### config.mk
export PLATFORM = sky130hd
export DESIGN_NAME = param_fifo_flat
export DESIGN_NICKNAME = d
export VERILOG_FILES = /design/src/rtl/param_fifo_if.sv /design/src/rtl/param_fifo.sv /design/src/flat_wrapper.sv
export SDC_FILE = /design/constraint.sdc
export NUM_CORES = 1
export LEC_CHECK = 0
export CAP_MARGIN = 20
export CORE_MARGIN = 3
export CORE_UTILIZATION = 30
export DETAILED_ROUTE_END_ITERATION = 7
export PLACE_DENSITY = 0.56
export RECOVER_POWER = 50
export REMOVE_ABC_BUFFERS = 1
export SETUP_SLACK_MARGIN = 0.05
export SYNTH_ARGS = -nofsm -noshare
export SYNTH_HDL_FRONTEND = slang
export SYNTH_SLANG_ARGS = --single-unit
### constraint.sdc
create_clock -name Clk -period 4.5 [get_ports Clk]
set_input_delay 0.675 -clock Clk [delete_from_list [all_inputs] [get_ports Clk]]
set_output_delay 0.675 -clock Clk [all_outputs]
set_load 0.05 [all_outputs]
### src/rtl/param_fifo_if.sv
// Handshake and status bundle for param_fifo.
// master: producer/consumer side; slave: the FIFO itself.
interface param_fifo_if #(
  parameter int N     = 32,
  parameter int DEPTH = 5
);
  localparam int CW = $clog2(DEPTH + 1);

  logic          PushEn;
  logic [N-1:0]  PushVal;
  logic          PullEn;
  logic [N-1:0]  PullVal;
  logic          PullValid;
  logic          IsFull;
  logic          IsEmpty;
  logic          AlmostFull;
  logic          AlmostEmpty;
  logic [CW-1:0] Count;
  logic          Overflow;
  logic          Underflow;

  modport master (
    output PushEn, PushVal, PullEn,
    input  PullVal, PullValid, IsFull, IsEmpty, AlmostFull, AlmostEmpty,
           Count, Overflow, Underflow
  );

  modport slave (
    input  PushEn, PushVal, PullEn,
    output PullVal, PullValid, IsFull, IsEmpty, AlmostFull, AlmostEmpty,
           Count, Overflow, Underflow
  );
endinterface

### src/rtl/param_fifo.sv
// Synchronous FIFO with arbitrary (non power-of-2) depth, occupancy count,
// almost-full/almost-empty thresholds and one-cycle overflow/underflow pulses.
// Define FIFO_FWFT_EN for first-word-fall-through output; default build uses
// a registered read port.
module param_fifo #(
  parameter int N      = 32,
  parameter int DEPTH  = 5,
  parameter int AF_LVL = DEPTH - 1,
  parameter int AE_LVL = 1
) (
  input  logic           Clk,
  input  logic           Rst,
  input  logic           Pwr_off,
  param_fifo_if.slave    bus
);

  localparam int PW = $clog2(DEPTH);
  localparam int CW = $clog2(DEPTH + 1);

  logic [N-1:0]  mem [DEPTH];
  logic [PW-1:0] wr_ptr;
  logic [PW-1:0] rd_ptr;
  logic [CW-1:0] count;
  logic          overflow_q;
  logic          underflow_q;
  logic          full;
  logic          empty;
  logic          push_ok;
  logic          pull_ok;

  function automatic logic [PW-1:0] next_ptr(input logic [PW-1:0] p);
    return (p == PW'(DEPTH - 1)) ? '0 : p + 1'b1;
  endfunction

  assign full  = (count == CW'(DEPTH));
  assign empty = (count == '0);

  // A push into a full FIFO is allowed when a pull frees a slot in the same cycle.
  assign push_ok = bus.PushEn && (!full || bus.PullEn);
  assign pull_ok = bus.PullEn && !empty;

  // Pointers, occupancy and error pulses.
  always_ff @(posedge Clk or negedge Rst) begin
    if (!Rst) begin
      wr_ptr      <= '0;
      rd_ptr      <= '0;
      count       <= '0;
      overflow_q  <= 1'b0;
      underflow_q <= 1'b0;
    end else if (Pwr_off) begin
      wr_ptr      <= '0;
      rd_ptr      <= '0;
      count       <= '0;
      overflow_q  <= 1'b0;
      underflow_q <= 1'b0;
    end else begin
      overflow_q  <= bus.PushEn && !push_ok;
      underflow_q <= bus.PullEn && !pull_ok;
      if (push_ok) wr_ptr <= next_ptr(wr_ptr);
      if (pull_ok) rd_ptr <= next_ptr(rd_ptr);
      if (push_ok && !pull_ok)      count <= count + 1'b1;
      else if (pull_ok && !push_ok) count <= count - 1'b1;
    end
  end

  // Storage array, intentionally not reset.
  always_ff @(posedge Clk) begin
    if (push_ok && !Pwr_off) mem[wr_ptr] <= bus.PushVal;
  end

  assign bus.Count       = count;
  assign bus.IsFull      = full;
  assign bus.IsEmpty     = empty;
  assign bus.AlmostFull  = (count >= CW'(AF_LVL));
  assign bus.AlmostEmpty = (count <= CW'(AE_LVL));
  assign bus.Overflow    = overflow_q;
  assign bus.Underflow   = underflow_q;

`ifdef FIFO_FWFT_EN
  // Head entry is presented directly; gated to zero so unwritten storage never leaks.
  assign bus.PullVal   = empty ? '0 : mem[rd_ptr];
  assign bus.PullValid = !empty;
`else
  logic [N-1:0] pull_val_q;
  logic         pull_valid_q;

  // Registered read port: data lands the cycle after an accepted pull, then holds.
  always_ff @(posedge Clk or negedge Rst) begin
    if (!Rst) begin
      pull_val_q   <= '0;
      pull_valid_q <= 1'b0;
    end else if (Pwr_off) begin
      pull_val_q   <= '0;
      pull_valid_q <= 1'b0;
    end else begin
      pull_valid_q <= pull_ok;
      if (pull_ok) pull_val_q <= mem[rd_ptr];
    end
  end

  assign bus.PullVal   = pull_val_q;
  assign bus.PullValid = pull_valid_q;
`endif

endmodule

### src/flat_wrapper.sv
// flat-port wrapper written by rule: the top's interface ports become plain ports
module param_fifo_flat 
#(
  parameter int N      = 32,
  parameter int DEPTH  = 5,
  parameter int AF_LVL = DEPTH - 1,
  parameter int AE_LVL = 1
)
  (Clk, Rst, Pwr_off, bus_PushEn, bus_PushVal, bus_PullEn, bus_PullVal, bus_PullValid, bus_IsFull, bus_IsEmpty, bus_AlmostFull, bus_AlmostEmpty, bus_Count, bus_Overflow, bus_Underflow);
  param_fifo_if #(.N(N), .DEPTH(DEPTH)) bus_i ();
  input  logic Clk;
  input  logic Rst;
  input  logic Pwr_off;
  input wire logic [$bits(bus_i.PushEn)-1:0] bus_PushEn;
  input wire logic [$bits(bus_i.PushVal)-1:0] bus_PushVal;
  input wire logic [$bits(bus_i.PullEn)-1:0] bus_PullEn;
  output wire logic [$bits(bus_i.PullVal)-1:0] bus_PullVal;
  output wire logic [$bits(bus_i.PullValid)-1:0] bus_PullValid;
  output wire logic [$bits(bus_i.IsFull)-1:0] bus_IsFull;
  output wire logic [$bits(bus_i.IsEmpty)-1:0] bus_IsEmpty;
  output wire logic [$bits(bus_i.AlmostFull)-1:0] bus_AlmostFull;
  output wire logic [$bits(bus_i.AlmostEmpty)-1:0] bus_AlmostEmpty;
  output wire logic [$bits(bus_i.Count)-1:0] bus_Count;
  output wire logic [$bits(bus_i.Overflow)-1:0] bus_Overflow;
  output wire logic [$bits(bus_i.Underflow)-1:0] bus_Underflow;
  assign bus_i.PushEn = bus_PushEn;
  assign bus_i.PushVal = bus_PushVal;
  assign bus_i.PullEn = bus_PullEn;
  assign bus_PullVal = bus_i.PullVal;
  assign bus_PullValid = bus_i.PullValid;
  assign bus_IsFull = bus_i.IsFull;
  assign bus_IsEmpty = bus_i.IsEmpty;
  assign bus_AlmostFull = bus_i.AlmostFull;
  assign bus_AlmostEmpty = bus_i.AlmostEmpty;
  assign bus_Count = bus_i.Count;
  assign bus_Overflow = bus_i.Overflow;
  assign bus_Underflow = bus_i.Underflow;
  param_fifo #(.N(N), .DEPTH(DEPTH), .AF_LVL(AF_LVL), .AE_LVL(AE_LVL)) u_core (.Clk(Clk), .Rst(Rst), .Pwr_off(Pwr_off), .bus(bus_i));
endmodule
# Word-level counts from Yosys, hierarchy flattened
# Memories as Yosys holds them, arrays and structs flattened.
# Cells that the tools add are included.
# Widths: inputs -> output; s select.
[word_totals] output_inout_bits=42 elab_cells=50 ff_bits=44 mem_count=1 ram_bits=160
[classes] n_mux=16 n_addsub=4 n_eq_ne=3 order_cmp=2 n_reduce_logical=17
[memory_table] name="u_core.mem" words=5 width=32 read_ports=1 rd_clocked_by_memory_dff=0 write_ports=1 line_no="param_fifo.sv:20" source="logic [N-1:0] mem [DEPTH];"
[ops] op="$mux 32" count=2
[ops] op="$mux 3" count=9
[ops] op="$add 3x1->3 const B" count=3
[ops] op="$eq 3x3->1 const B" count=3
[ops] op="$logic_and 1x1->1" count=7
[ops] op="$logic_not 1->1" count=5
[ops] op="$mux 1" count=5
[ops] op="$reduce_bool 2->1" count=2
[ops] op="$ge 3x3->1 const B" count=1
[ops] op="$le 3x1->1 const B" count=1
[ops] op="$logic_not 3->1" count=1
[ops] op="$reduce_bool 3->1" count=1
[ops] op="$sub 3x1->3 const B" count=1
[ops] op="$logic_or 1x1->1" count=1

# Longest topological paths before layout
[logic_depth] depth_word=9 ltp_mapped=8 mapped_depth_nobuf=7

# Worst setup path before layout
# OpenSTA, ideal clock, no wires.
[synth_path] kind="reg-to-reg" from="reg u_core.count[1], in the netlist u_core.bus.Count[1]" to="mem u_core.mem[0][0], enable pin" required_ps=4039 arrival_time_ps=3835 period_less_slack_ps=4296 setup_ps=461 path_buffers=0 path_stages_with_launch=6 path_slack_ps=204 cell_sequence="dfrtp_1 inv_1 ha_1 and3b_1 or3_1 nor3_1"
[synth_between] elab_chain_cells=7
[synth_lines] element="start, declared" line_no="param_fifo.sv:23" source="logic [CW-1:0] count;"
[synth_lines] element="start signal, assigned" line_no="param_fifo.sv:61" source="if (push_ok && !pull_ok) count <= count + 1'b1;"
[synth_lines] element="start signal, assigned" line_no="param_fifo.sv:62" source="else if (pull_ok && !push_ok) count <= count - 1'b1;"
[synth_lines] element="$eq 3x3->1" line_no="param_fifo.sv:35" source="assign full = (count == CW'(DEPTH));"
[synth_lines] element="$logic_not 1->1" line_no="param_fifo.sv:39" source="assign push_ok = bus.PushEn && (!full || bus.PullEn);"
[synth_lines] element="$logic_or 1x1->1" line_no="param_fifo.sv:39"
[synth_lines] element="$logic_and 1x1->1" line_no="param_fifo.sv:39"
[synth_lines] element="$logic_and 1x1->1" line_no="param_fifo.sv:68" source="if (push_ok && !Pwr_off) mem[wr_ptr] <= bus.PushVal;"
[synth_lines] element="$mux 1" line_no="param_fifo.sv:68"
[synth_lines] element="$mux 1 (not written as such)" line_no="param_fifo.sv:68"
[synth_lines] element="end, declared" line_no="param_fifo.sv:20"
# Every way passes these cells.

# Worst setup path after layout
[layout_path] from="in Pwr_off" to="mem u_core.mem[4][4], enable pin"
[layout_between] elab_chain_cells=4
[layout_lines] element="start, declared" line_no="flat_wrapper.sv:13" source="input logic Pwr_off;"
[layout_lines] element="$logic_not 1->1" line_no="param_fifo.sv:68"
[layout_lines] element="$logic_and 1x1->1" line_no="param_fifo.sv:68"
[layout_lines] element="$mux 1" line_no="param_fifo.sv:68"
[layout_lines] element="$mux 1 (not written as such)" line_no="param_fifo.sv:68"
# Every way passes these cells.

==> run metrics <==
status=complete, but fails checks; failing checks=capacitance limit, slew limit; RSZ-0062 raised after global routing=no; CTS tree=built; Routed WL per cell=19.2 um; Period minus WS final=3.42 ns; Critical Path Source Type=input pin; I/O Pins=79; chip width=167 um; post-cts resize count=0; setup TNS=0 ns; Hold Buf Count CTS=0; Pwr Density=529 nW/um2; largest net degree at the start of global routing=45; CP Class=in2reg; DR iter-0 viols=347; Setup Buffers After CTS=0; top cell type by total area after synthesis=edfxtp_1; slew margin rel.=-80.4%; PortBufs=78; n_diodes=0; Yosys cell types=43; dpl hpwl=9770 um; final hold slack=0.478 ns; Root Buffer=clkbuf_16; Hold Vio Cnt, Final=0; DR vias=3985; share of layout cells above drive strength 1=14.9%; Vias/cell=4.77; most common cell in the netlist=edfxtp_1; Remaining DRCs=0; Starting Density=30.8%; Max VDD drop=295 uV; die footprint=28000 um2; Worst Max-Slew Pin Slew=2.71 ns; Nets=536; GPL Wtd Cong=0.754; Setup Skew=0.00740 ns; Post-Syn Area per Cell=19.5 um2; Final ANT Viol Nets=0; Fmax achieved=293 MHz; Clock Pin Slew Worst Setup and Hold Paths=0.06 ns; FILL cells=2334; Detailed Routing Iterations Pass 1=4; share of flip-flops with an asynchronous set or reset=21.6%; Post-Place Setup Slack=0.971 ns; Die Span Y=167 um; setup slack after layout=1.08 ns; Most used DFF post-synth=edfxtp_1; max cap viols=2; Req. time, crit path=4.55 ns; CTS buffer count=21; Arrival @ worst endpoint=3.47 ns; Seq/Total Area, Yosys=75.5%; synthesis-to-finish area growth=23.2%; Final Cycle Share=75.9%; Clk Latency, worst-skew pair=0.48 ns; synthesized cell area=7820 um2; initial antenna violation count=0; Synth area leaders=edfxtp_1 (61%), dfrtp_1 (14%), mux4_2 (8.1%); Yosys top cell area share=61.4%; H-tree depth=1; path type of the worst min-delay path=reg2reg; critical path peak fanout=32; Final setup viols=0; Commonest cells post-synth=edfxtp_1 (160), dfrtp_1 (44), nor2b_1 (33), a221o_1 (32), mux4_2 (28); Total Routing Usage GR=11.4%; fin. max-slew vios=78; Ys Warns=0; number of synthesized flops with an enable pin=160; CP Capture Type=flip-flop; total gr overflow=0; core area=25400 um2; clk buf depth=3; FF+latch count, synth=204; Site Rows=58; first-pass GRT wire length=25500 um; clk sink count=204; vias in the first global route=4374; synthesized instance count=401; Post-Route WL=16000 um; Leak Pwr=3.27 nW
worst max-delay path, cell delays in order:
cell           delay [ns]
dlygate4sd3_1        0.72
nand2b_1             0.26
nor3_1               0.21
clkbuf_1             1.59
flip-flops by register name (all words and copies together) (netlist names):
| name | cells |
|---|---|
| u_core.mem | 160 |
| u_core.bus.Overflow | 1 |
| u_core.rd_ptr | 3 |
| u_core.bus.Underflow | 1 |
| u_core.wr_ptr | 3 |
| u_core.bus.PullVal | 32 |
| u_core.bus.PullValid | 1 |
| u_core.bus.Count | 3 |
placed cells by master (no fill, tap or decap), drive strengths merged, types with 2 or more instances in the layout:
master	count
inv	10
a21oi	8
dfrtp	44
a32o	2
o21ai	3
nand2	8
mux4	32
nand2b	3
ha	8
edfxtp	160
or3	3
a311o	2
clkdlybuf4s50	43
nand4	2
buf	8
dlygate4sd3	34
a221o	32
clkinv	3
nor4b	2
nor2	10
nor2b	33
clkbuf	34
nor3	4
nand3	2
metal layers:
layer / vias to the layer above / part of all wire (%) / track usage [%] / routed length, um
met5: - / 0 / 0 / 0
met4: 0 / 1.8 / 2.77 / 285
met3: 22 / 6.2 / 2.90 / 998
met2: 117 / 47 / 18.5 / 7570
met1: 2050 / 45 / 15.6 / 7190
li1: 1796 / - / - / -
per-stage QoR:
step	total power, mW	std cells	util (%)	cell area [um2]
floorplan	3.08	381	-	7680
CTS	5.17	835	38.0	9650
detailed placement	3.53	798	35.4	9000
global placement	3.50	797	35.3	8980
global route	5.32	835	37.9	9640
finish	5.09	835	37.9	9640
report_power, final:
part	switching, mW	internal (mW)
registers	0.135	2.16
logic	0.678	0.490
clock network	0.659	0.970
total	1.47	3.62
path summary, 6_finish.rpt:
check	endpoint	start	slack (ns)	cells after the start
max reg2reg	u_core.mem[4][4]	u_core.bus.Count[0]	1.29	4
min in group asynchronous	u_core.wr_ptr[1]	Rst	1.16	2
max in group asynchronous	u_core.rd_ptr[1]	Rst	1.62	2
min	u_core.bus.PullVal[12]	u_core.mem[4][12]	0.48	1
min reg2reg	u_core.bus.PullVal[12]	u_core.mem[4][12]	0.48	1
max	u_core.mem[4][4]	Pwr_off	1.08	4
area by class of cell:
type | instances | area [um2] | area share (%)
clock inverters | 5 | 52.6 | 0.545
clock buffers | 32 | 597 | 6.19
repair buffers | 87 | 856 | 8.88
flip-flops and latches | 204 | 5910 | 61.3
well taps | 330 | 413 | 4.29
inverters | 10 | 37.5 | 0.390
multi-input cells | 167 | 1770 | 18.4
cells by family after synthesis:
logic type,Yosys count,synth area share (%)
AO/OA/AOI/OAI,51,5.73
XOR/XNOR,1,0.112
adder cells (fa/ha/maj),8,1.28
buffers and inverters,30,2.27
flip-flops,204,75.5
multiplexers,32,9.41
AND/OR/NAND/NOR,75,5.68
No activity file was read; power rests on OpenSTA's default activity.
